**src/rtl/json_parser_pkg.sv**
```systemverilog
// Shared types and constants for the JSON feedback-frame parser.
package json_parser_pkg;

  localparam int unsigned BYTE_W      = 8;
  localparam int unsigned VAL_W       = 16;
  localparam int unsigned ACC_W       = 15;
  localparam int unsigned NXT_W       = ACC_W + 4;
  localparam int unsigned CNT_W       = 4;
  localparam int unsigned T_DIGITS    = 3;
  localparam int unsigned T_MAX_VAL   = 255;
  localparam int unsigned FRAC_DIGITS = 2;

  typedef enum logic [3:0] {
    S_IDLE,
    S_KEY_OQ,
    S_KEY,
    S_KEY_CQ,
    S_COLON,
    S_VAL_START,
    S_INT,
    S_FRAC,
    S_SEP,
    S_EOL
  } parser_state_e;

  localparam logic [BYTE_W-1:0] LBRACE = 8'h7B;
  localparam logic [BYTE_W-1:0] RBRACE = 8'h7D;
  localparam logic [BYTE_W-1:0] QUOTE  = 8'h22;
  localparam logic [BYTE_W-1:0] COLON  = 8'h3A;
  localparam logic [BYTE_W-1:0] COMMA  = 8'h2C;
  localparam logic [BYTE_W-1:0] MINUS  = 8'h2D;
  localparam logic [BYTE_W-1:0] DOT    = 8'h2E;
  localparam logic [BYTE_W-1:0] LF     = 8'h0A;
  localparam logic [BYTE_W-1:0] KEY_T  = 8'h54;
  localparam logic [BYTE_W-1:0] KEY_L  = 8'h4C;
  localparam logic [BYTE_W-1:0] KEY_R  = 8'h52;
  localparam logic [BYTE_W-1:0] ASC_0  = 8'h30;
  localparam logic [BYTE_W-1:0] ASC_9  = 8'h39;

  typedef logic [1:0] field_t;
  localparam field_t FIELD_T = 2'd0;
  localparam field_t FIELD_L = 2'd1;
  localparam field_t FIELD_R = 2'd2;

  // Key character expected for the field currently being parsed.
  function automatic logic [BYTE_W-1:0] key_char(input field_t f);
    logic [BYTE_W-1:0] c;
    c = KEY_R;
    if (f == FIELD_T) c = KEY_T;
    else if (f == FIELD_L) c = KEY_L;
    return c;
  endfunction

endpackage

```
**src/rtl/json_value_acc.sv**
```systemverilog
// Decimal value accumulator: acc*10+d, sign latch, digit count, overflow detect.
module json_value_acc
  import json_parser_pkg::*;
(
  input  logic             clk,
  input  logic             rst_n,
  input  logic             i_clear,
  input  logic             i_cnt_clear,
  input  logic             i_digit_en,
  input  logic [3:0]       i_digit,
  input  logic             i_neg_set,
  output logic             o_neg,
  output logic [CNT_W-1:0] o_cnt,
  output logic [NXT_W-1:0] o_next_c,
  output logic             o_ovf_c,
  output logic [VAL_W-1:0] o_value_c
);

  logic [ACC_W-1:0] r_acc;
  logic             r_neg;
  logic [CNT_W-1:0] r_cnt;

  assign o_next_c  = NXT_W'(r_acc) * NXT_W'(10) + NXT_W'(i_digit);
  assign o_ovf_c   = |o_next_c[NXT_W-1:ACC_W];
  assign o_value_c = r_neg ? (VAL_W'(0) - VAL_W'(r_acc)) : VAL_W'(r_acc);
  assign o_neg     = r_neg;
  assign o_cnt     = r_cnt;

  always_ff @(posedge clk or negedge rst_n) begin
    if (!rst_n) begin
      r_acc <= '0;
      r_neg <= 1'b0;
      r_cnt <= '0;
    end else if (i_clear) begin
      r_acc <= '0;
      r_neg <= 1'b0;
      r_cnt <= '0;
    end else begin
      if (i_cnt_clear) r_cnt <= '0;
      if (i_digit_en) begin
        r_acc <= ACC_W'(o_next_c);
        if (r_cnt != '1) r_cnt <= r_cnt + CNT_W'(1);
      end
      if (i_neg_set) r_neg <= 1'b1;
    end
  end

endmodule

```
**src/rtl/json_feedback_parser.sv**
```systemverilog
// Parses {"T":n,"L":-x.xx,"R":-x.xx}\n frames from a UART byte stream.
// Define JSON_PARSER_TIMEOUT_EN to abort frames stalled for TIMEOUT_CYCLES clocks.
module json_feedback_parser
  import json_parser_pkg::*;
#(
  parameter int unsigned INT_DIGITS     = 2
`ifdef JSON_PARSER_TIMEOUT_EN
  ,
  parameter int unsigned TIMEOUT_CYCLES = 50000
`endif
) (
  input  logic              clk,
  input  logic              rst_n,
  input  logic [BYTE_W-1:0] rx_data,
  input  logic              rx_valid,
  output logic [7:0]        frame_type,
  output logic [VAL_W-1:0]  left_val,
  output logic [VAL_W-1:0]  right_val,
  output logic              frame_valid,
  output logic              frame_error
);

  localparam logic [CNT_W-1:0] INT_MAX  = CNT_W'(INT_DIGITS);
  localparam logic [CNT_W-1:0] T_MAX    = CNT_W'(T_DIGITS);
  localparam logic [CNT_W-1:0] FRAC_END = CNT_W'(FRAC_DIGITS - 1);

  parser_state_e    r_state, w_state_nxt;
  field_t           r_field, w_field_nxt;
  logic [7:0]       r_t_pend, r_type;
  logic [VAL_W-1:0] r_l_pend, r_r_pend, r_left, r_right;
  logic             r_valid, r_error;

  logic             w_err, w_done, w_timeout;
  logic             w_acc_clr, w_cnt_clr, w_dig_en, w_neg_set;
  logic             w_lat_t, w_lat_l, w_lat_r;
  logic             w_is_digit, w_int_ok, w_neg, w_ovf;
  logic [3:0]       w_digit;
  logic [CNT_W-1:0] w_cnt;
  logic [NXT_W-1:0] w_next;
  logic [VAL_W-1:0] w_value;

  assign w_is_digit = (rx_data >= ASC_0) && (rx_data <= ASC_9);
  assign w_digit    = 4'(rx_data - ASC_0);
  assign w_int_ok   = (r_field == FIELD_T) ?
                      ((w_cnt < T_MAX) && (w_next <= NXT_W'(T_MAX_VAL))) :
                      ((w_cnt < INT_MAX) && !w_ovf);

  json_value_acc u_acc (
    .clk        (clk),
    .rst_n      (rst_n),
    .i_clear    (w_acc_clr),
    .i_cnt_clear(w_cnt_clr),
    .i_digit_en (w_dig_en),
    .i_digit    (w_digit),
    .i_neg_set  (w_neg_set),
    .o_neg      (w_neg),
    .o_cnt      (w_cnt),
    .o_next_c   (w_next),
    .o_ovf_c    (w_ovf),
    .o_value_c  (w_value)
  );

`ifdef JSON_PARSER_TIMEOUT_EN
  localparam int unsigned TO_W = $clog2(TIMEOUT_CYCLES + 1);
  logic [TO_W-1:0] r_to_cnt;

  // A byte arriving on the expiry cycle keeps the frame alive.
  assign w_timeout = (r_state != S_IDLE) && !rx_valid &&
                     (r_to_cnt >= TO_W'(TIMEOUT_CYCLES - 1));

  always_ff @(posedge clk or negedge rst_n) begin
    if (!rst_n) r_to_cnt <= '0;
    else if (rx_valid || (r_state == S_IDLE) || w_timeout) r_to_cnt <= '0;
    else r_to_cnt <= r_to_cnt + TO_W'(1);
  end
`else
  assign w_timeout = 1'b0;
`endif

  // Next-state, field sequencing and accumulator control.
  always_comb begin
    w_state_nxt = r_state;
    w_field_nxt = r_field;
    w_err       = 1'b0;
    w_done      = 1'b0;
    w_acc_clr   = 1'b0;
    w_cnt_clr   = 1'b0;
    w_dig_en    = 1'b0;
    w_neg_set   = 1'b0;
    w_lat_t     = 1'b0;
    w_lat_l     = 1'b0;
    w_lat_r     = 1'b0;
    if (rx_valid) begin
      case (r_state)
        S_IDLE: begin
          if (rx_data == LBRACE) begin
            w_state_nxt = S_KEY_OQ;
            w_field_nxt = FIELD_T;
            w_acc_clr   = 1'b1;
          end
        end
        S_KEY_OQ: begin
          if (rx_data == QUOTE) w_state_nxt = S_KEY;
          else w_err = 1'b1;
        end
        S_KEY: begin
          if (rx_data == key_char(r_field)) w_state_nxt = S_KEY_CQ;
          else w_err = 1'b1;
        end
        S_KEY_CQ: begin
          if (rx_data == QUOTE) w_state_nxt = S_COLON;
          else w_err = 1'b1;
        end
        S_COLON: begin
          if (rx_data == COLON) begin
            w_state_nxt = S_VAL_START;
            w_acc_clr   = 1'b1;
          end else begin
            w_err = 1'b1;
          end
        end
        S_VAL_START: begin
          if (w_is_digit) begin
            w_dig_en    = 1'b1;
            w_state_nxt = S_INT;
          end else if ((rx_data == MINUS) && (r_field != FIELD_T) && !w_neg) begin
            w_neg_set = 1'b1;
          end else begin
            w_err = 1'b1;
          end
        end
        S_INT: begin
          if (w_is_digit && w_int_ok) begin
            w_dig_en = 1'b1;
          end else if ((rx_data == DOT) && (r_field != FIELD_T)) begin
            w_state_nxt = S_FRAC;
            w_cnt_clr   = 1'b1;
          end else if ((rx_data == COMMA) && (r_field == FIELD_T)) begin
            w_lat_t     = 1'b1;
            w_field_nxt = FIELD_L;
            w_state_nxt = S_KEY_OQ;
          end else begin
            w_err = 1'b1;
          end
        end
        S_FRAC: begin
          if (w_is_digit && !w_ovf) begin
            w_dig_en = 1'b1;
            if (w_cnt == FRAC_END) w_state_nxt = S_SEP;
          end else begin
            w_err = 1'b1;
          end
        end
        S_SEP: begin
          if ((rx_data == COMMA) && (r_field == FIELD_L)) begin
            w_lat_l     = 1'b1;
            w_field_nxt = FIELD_R;
            w_state_nxt = S_KEY_OQ;
          end else if ((rx_data == RBRACE) && (r_field == FIELD_R)) begin
            w_lat_r     = 1'b1;
            w_state_nxt = S_EOL;
          end else begin
            w_err = 1'b1;
          end
        end
        S_EOL: begin
          if (rx_data == LF) begin
            w_done      = 1'b1;
            w_state_nxt = S_IDLE;
          end else begin
            w_err = 1'b1;
          end
        end
        default: w_state_nxt = S_IDLE;
      endcase
      // A stray '{' mid-frame is taken as the start of a fresh frame.
      if (w_err) begin
        w_state_nxt = (rx_data == LBRACE) ? S_KEY_OQ : S_IDLE;
        w_field_nxt = FIELD_T;
        w_acc_clr   = 1'b1;
      end
    end else if (w_timeout) begin
      w_err       = 1'b1;
      w_state_nxt = S_IDLE;
      w_field_nxt = FIELD_T;
      w_acc_clr   = 1'b1;
    end
  end

  always_ff @(posedge clk or negedge rst_n) begin
    if (!rst_n) begin
      r_state  <= S_IDLE;
      r_field  <= FIELD_T;
      r_t_pend <= '0;
      r_l_pend <= '0;
      r_r_pend <= '0;
      r_type   <= '0;
      r_left   <= '0;
      r_right  <= '0;
      r_valid  <= 1'b0;
      r_error  <= 1'b0;
    end else begin
      r_state <= w_state_nxt;
      r_field <= w_field_nxt;
      r_valid <= w_done;
      r_error <= w_err;
      if (w_lat_t) r_t_pend <= 8'(w_value);
      if (w_lat_l) r_l_pend <= w_value;
      if (w_lat_r) r_r_pend <= w_value;
      // Fields are published together only once the terminating LF arrives.
      if (w_done) begin
        r_type  <= r_t_pend;
        r_left  <= r_l_pend;
        r_right <= r_r_pend;
      end
    end
  end

  assign frame_type  = r_type;
  assign left_val    = r_left;
  assign right_val   = r_right;
  assign frame_valid = r_valid;
  assign frame_error = r_error;

endmodule

```
**config.mk**
```make
export PLATFORM = sky130hd
export DESIGN_NAME = json_feedback_parser
export DESIGN_NICKNAME = d
export VERILOG_FILES = /design/src/rtl/json_parser_pkg.sv /design/src/rtl/json_value_acc.sv /design/src/rtl/json_feedback_parser.sv
export SDC_FILE = /design/constraint.sdc
export NUM_CORES = 1
export LEC_CHECK = 0
export BUFFER_PORTS_ARGS = -buffer_cell sky130_fd_sc_hd__clkbuf_2
export CAP_MARGIN = 20
export CORE_MARGIN = 3
export CORE_UTILIZATION = 40
export CTS_CLUSTER_SIZE = 28
export DETAILED_ROUTE_END_ITERATION = 10
export GPL_TIMING_DRIVEN = 0
export PLACE_DENSITY = 0.68
export SYNTH_ARGS = -nofsm -noshare
export SYNTH_HDL_FRONTEND = slang
export SYNTH_HIERARCHICAL = 1
export SYNTH_SLANG_ARGS = --single-unit
```
**constraint.sdc**
```tcl
create_clock -name clk -period 13.9 [get_ports clk]
set_clock_uncertainty 0.1 [all_clocks]
set_input_delay 0.695 -clock clk [delete_from_list [all_inputs] [get_ports clk]]
set_output_delay 0.695 -clock clk [all_outputs]
set_load 0.005 [all_outputs]
```
== Word-level counts from Yosys, hierarchy flattened ==
Index checks and enable logic that the tools add are counted.

* Memories kept: 0
* Register bits: 108
* RAM bits: 0
* Logic and storage cells: 169
* Input port bits: 11
* Latch bits: 0
* Bits in read-only memories: 0

* $lt $le $gt $ge: 5
* Muxes and demuxes: 86
* Bitwise gates (word level): 0
* Reduce and logical (&&, ||, !) cells: 23
* Multipliers: 1
* Shifts and indexed selects: 0
* Divide/modulo/power cells: 0
* $add $sub $neg: 4
* Equality and inequality tests: 37

{| class="wikitable"
|+ Operators by type and width
! kind !! number
|-
| $mux 4 || 19
|-
| $mux 1 || 49
|-
| $eq 8x6->1 const B || 5
|-
| $pmux 4 s10 || 1
|-
| $ne 3x3->1 const B || 13
|-
| $mux 15 || 2
|-
| $add 19x4->19 || 1
|-
| $le 19x8->1 const B || 1
|-
| $mul 15x3->18 const B || 1
|-
| $eq 4x3->1 const B || 4
|-
| $eq 8x7->1 const B || 2
|-
| $mux 16 || 1
|-
| $mux 8 || 2
|-
| $sub 1x15->16 const A || 1
|-
| $reduce_and 13->1 || 1
|-
| $mux 2 || 6
|-
| $ne 4x4->1 const B || 3
|-
| $logic_and 1x1->1 || 11
|-
| $mux 5 || 2
|-
| $eq 4x1->1 const B || 2
|-
| $eq 4x2->1 const B || 2
|-
| $eq 4x4->1 const B || 2
|-
| $eq 8x4->1 const B || 1
|-
| $eq 8x8->1 || 1
|-
| other kinds (19) || 23
|}

== Depth between registers and ports, before layout ==
* Depth after elaboration: 14
* Gate-level depth with buffers: 20
* Mapped depth without buffers: 20

== Hierarchy ==
The synthesis kept the hierarchy.

{| class="wikitable"
|+ Modules (own cells, without submodules)
! module !! area an instance (um2) !! seq. area each (um2) !! times used !! cells an instance
|-
| json_feedback_parser || 4001.3 || 2202.1 || 1 || 304
|-
| json_value_acc || 2728.9 || 500.5 || 1 || 327
|}

== Least setup slack after synthesis ==
OpenSTA, ideal clock, no wires.

* Kind: register -> register
* Start point: register u_acc.r_acc[1]
* End point: register u_acc.r_acc[11]
* Period minus slack after synthesis: 5.488 ns
* Setup time: 0.132 ns
* Stages on the path, launching flop included: 19
* Data arrival time: 5.256 ns
* Path slack: 8.412 ns
* Data required time: 13.668 ns
* Cell sequence: dfrtp_1 -> ha_1 -> ha_1 -> fa_1 -> a211oi_4 -> nor2_2 -> or4b_4 -> nor4_4 -> nand3_2 -> a2111o_1 -> a211o_1 -> nand4b_1 -> o22ai_1 -> a32oi_1 -> nor3_1 -> clkbuf_1 -> clkbuf_1 -> mux2i_1 -> nor2_1

* Elaborated cells on any way between the ends: 23
* Those cells by class: 1 x add/sub; 1 x mul; 1 x order compare; 13 x mux; 7 x reduce/logical

{| class="wikitable"
|+ RTL lines
! element !! line !! source
|-
| start, declared || json_value_acc.sv:19 || <nowiki>logic [ACC_W-1:0] r_acc;</nowiki>
|-
| start signal, assigned || json_value_acc.sv:41 || <nowiki>r_acc <= ACC_W'(o_next_c);</nowiki>
|-
| $mul 15x3->18 * || json_value_acc.sv:23 || <nowiki>assign o_next_c = NXT_W'(r_acc) * NXT_W'(10) + NXT_W'(i_digit);</nowiki>
|-
| $add 19x4->19 * || json_value_acc.sv:23 ||
|-
| $reduce_or 4->1 * || json_value_acc.sv:24 || <nowiki>assign o_ovf_c = |o_next_c[NXT_W-1:ACC_W];</nowiki>
|-
| net w_ovf || json_feedback_parser.sv:36 || <nowiki>logic w_is_digit, w_int_ok, w_neg, w_ovf;</nowiki>
|-
| $logic_not 1->1 * || json_feedback_parser.sv:46, json_feedback_parser.sv:147 ||
|-
| $logic_and 1x1->1 || json_feedback_parser.sv:46 || <nowiki>((w_cnt < INT_MAX) && !w_ovf);</nowiki>
|-
| $mux 1 || json_feedback_parser.sv:44 || <nowiki>assign w_int_ok = (r_field == FIELD_T) ?</nowiki>
|-
| $logic_and 1x1->1 || json_feedback_parser.sv:133 || <nowiki>if (w_is_digit && w_int_ok) begin</nowiki>
|-
| $mux 1 || json_feedback_parser.sv:133 ||
|-
| $pmux 1 s3 * || json_feedback_parser.sv:94 || <nowiki>case (r_state)</nowiki>
|-
| $mux 1 * || json_feedback_parser.sv:93 || <nowiki>if (rx_valid) begin</nowiki>
|-
| net w_dig_en || json_feedback_parser.sv:34 || <nowiki>logic w_acc_clr, w_cnt_clr, w_dig_en, w_neg_set;</nowiki>
|-
| $reduce_bool 2->1 (no line) * || - ||
|}

Mark *: on every way through the listed nets, which the timed path passes. The rest lies on a longest branch. The select of a mux whose other input is x is not followed.
A chain may end at the register's enable or synchronous reset.

== Worst setup path after layout ==
* Start point: register u_acc.r_acc[1]
* End point: register u_acc.r_acc[5]

* Elaborated cells on any way between the ends: 23
* Those cells by class: 1 x add/sub; 1 x mul; 1 x order compare; 13 x mux; 7 x reduce/logical

{| class="wikitable"
|+ RTL lines
! element !! line !! source
|-
| $mul 15x3->18 * || json_value_acc.sv:23 ||
|-
| $add 19x4->19 * || json_value_acc.sv:23 ||
|-
| net w_next[17] || json_feedback_parser.sv:39 || <nowiki>logic [NXT_W-1:0] w_next;</nowiki>
|-
| branches (longest 6 deep; another with $le 19x8->1) || - ||
|-
| $pmux 1 s3 * || json_feedback_parser.sv:94 ||
|-
| $mux 1 * || json_feedback_parser.sv:93 ||
|-
| net w_dig_en || json_feedback_parser.sv:34 ||
|-
| $reduce_bool 2->1 (no line) * || - ||
|}

Mark *: on every way through the listed nets, which the timed path passes. The select of a mux whose other input is x is not followed.

==> impl_results.md <==
- Wire length per cell: 17.5 um
- Die height: 136 um
- Mean Syn Cell Area: 10.7 um^2
- Storage cell area: 0.00270 mm^2
- H-tree Lvls: 3
- First-pass GRT wire length: 27000 um
- Final setup violation count: 0
- Max_cap viols: 0
- Critical Path Start Type: register
- Final net count: 738
- Core area: 0.0162 mm^2
- Routability congestion estimate: 0.884
- Placed cell count: 899
- WL met1: 7420 um
- Max-slew headroom: 41.4%
- Commonest non-fill, non-tap cell in the layout: dfrtp_1
- Post-route cell area: 0.00762 mm^2
- Pre-CTS WS: 7.48 ns
- Util after Layout: 47.1%
- Crit path max-delay family: simple AND/OR/NAND/NOR gates
- Row count: 46
- Vias in the first global route: 5356
- Max incr delay on CP: 0.56 ns
- VDD IR-drop max: 0.0921 mV
- Cells after Synth: 630
- Clock transition at path regs: 0.08 ns
- Top Layer Used: met4
- Post-route setup TNS: 0 ns
- I/O Buffers: 52
- Die ar.: 0.0184 mm^2
- Syn_nets: 674
- Worst skew pair latency: 0.35 ns
- PD cells: 93.4 mW/mm^2
- Yosys warns: 6
- Commonest non-fill, non-tap cells in the layout: dfrtp_1, mux2_2, nor2_1, clkbuf_2, nand2_1
- All-Layer GR Usage: 17.9%
- Initial antenna violation count: 0
- Starting density of the core: 41.6%
- Cell Area, Placed: 0.00728 mm^2
- Largest net degree at the start of global routing: 70
- Hold buffer count at CTS: 0
- Crit Path Class: register to register
- Initial DRC count: 312
- CTS tree: yes
- DRC Markers: 0
- Root buffer cell: clkbuf_16
- Hold WS: 0.263 ns
- Final period utilization: 47.0%
- Class of the worst hold path: input port to async pin
- WP data arrival: 6.65 ns
- CP max-delay cell: or4b_4
- Post-synthesis cell area: 0.00672 mm^2
- Clock sink count: 108
- Post-route insts no fill: 915
- WL final: 16100 um
- CTS buffer count: 9
- First-pass detailed-route iteration total: 5
- Fmax achieved: 153 MHz
- Final hold vios: 0
- Postcts setup bufs: 0
- Die X: 136 um
- Clk buf depth: 2
- Multi-input gate area: 0.00383 mm^2
- Worst Setup End Kind: register
- RSZ-0062 raised after global routing: false
- Outcome: finished, final reports clean
- Vias: 5195
- DR WL met2: 7940 um
- Worst slew pin tran: 0.868 ns
- CP Cell Sequence: ha_1 -> ha_1 -> fa_1 -> a211oi_4 -> nor2_2 -> or4b_4 -> nor4_4 -> nand3_2 -> a2111oi_1 -> xor2_1 -> nor4_1 -> nand3_1 -> o22ai_1 -> a32oi_1 -> nor3_1 -> clkbuf_1 -> clkbuf_1 -> mux2i_1 -> nor2_1
- Post-DP HPWL: 12300 um
- Antenna Cells: 0
- Final worst setup slack: 7.37 ns
- Synth-to-layout area growth: 13.3%
- Design Power: 0.712 mW
- Layout cell share with drive strength beyond 1: 27.3%
- Via density: 5.68
- Antenna viol nets, final: 0
- Met3 WL: 471 um
- CP max FO: 10
- CP bufs+invs: 2
- Final worst path period need: 6.53 ns
- Layout fillers: 1482
- CTS resizes: 0
- I/O pins: 53
- WP data required: 14.02 ns
- Leakage power: 3.72 nW
- Gr ovfl total: 0
- Max-slew violation count: 0
-- metal layers --
| layer | up-vias | global-route usage, % |
|---|---|---|
| met5 | - | 0 |
| met4 | 0 | 4.82 |
| met3 | 20 | 2.27 |
| met2 | 110 | 30.9 |
| met1 | 2604 | 23.8 |
| li1 | 2461 | - |
-- final timing paths --
check	start	depth (start not counted)	end	slack (ns)
worst min-delay path	rst_n	1	left_val[1]	0.26
min in group clk	r_r_pend[8]	1	right_val[8]	0.40
worst min register to register	r_r_pend[8]	1	right_val[8]	0.40
worst max-delay path	u_acc/r_acc[1]	19	u_acc/r_acc[5]	7.37
worst max register to register	u_acc/r_acc[1]	19	u_acc/r_acc[5]	7.37
max in group asynchronous	rst_n	2	u_acc/r_acc[7]	12.73
-- final cells by class --
cell class | instances | area share [%]
Buffer | 27 | 1.79
Clock buffer | 9 | 2.96
Clock inverter | 7 | 1.41
Inverter | 13 | 0.641
Multi-Input combinational cell | 482 | 50.4
Sequential cell | 108 | 35.5
Tap cell | 216 | 3.55
Timing Repair Buffer | 53 | 3.81
-- sequential cells by signal (all words and copies together) (netlist names), 4 cells and up --
signal       cells
left_val        16
r_l_pend        16
r_r_pend        16
right_val       16
u_acc/r_acc     15
frame_type       8
r_t_pend         8
r_state          4
u_acc/o_cnt      4
-- worst reg2reg max path, delay by kind of cell (launching register included) --
kind | cells | cell delay [ns]
AND/OR/NAND/NOR | 8 | 1.95
flip-flops | 1 | 0.49
AO/OA/AOI/OAI | 4 | 1.34
buffers and inverters | 2 | 1.03
adder cells (fa/ha/maj) | 3 | 1.08
multiplexers | 1 | 0.27
XOR/XNOR | 1 | 0.12
-- where the power goes --
| group | internal, mW | switching, mW | total, mW | leakage, nW |
|---|---|---|---|---|
| clock | 0.161 | 0.119 | 0.280 | 0.160 |
| combinational | 0.0434 | 0.0660 | 0.109 | 2.05 |
| sequential | 0.318 | 0.00404 | 0.322 | 1.51 |
Note: power is estimated with default switching activity, not from simulation.
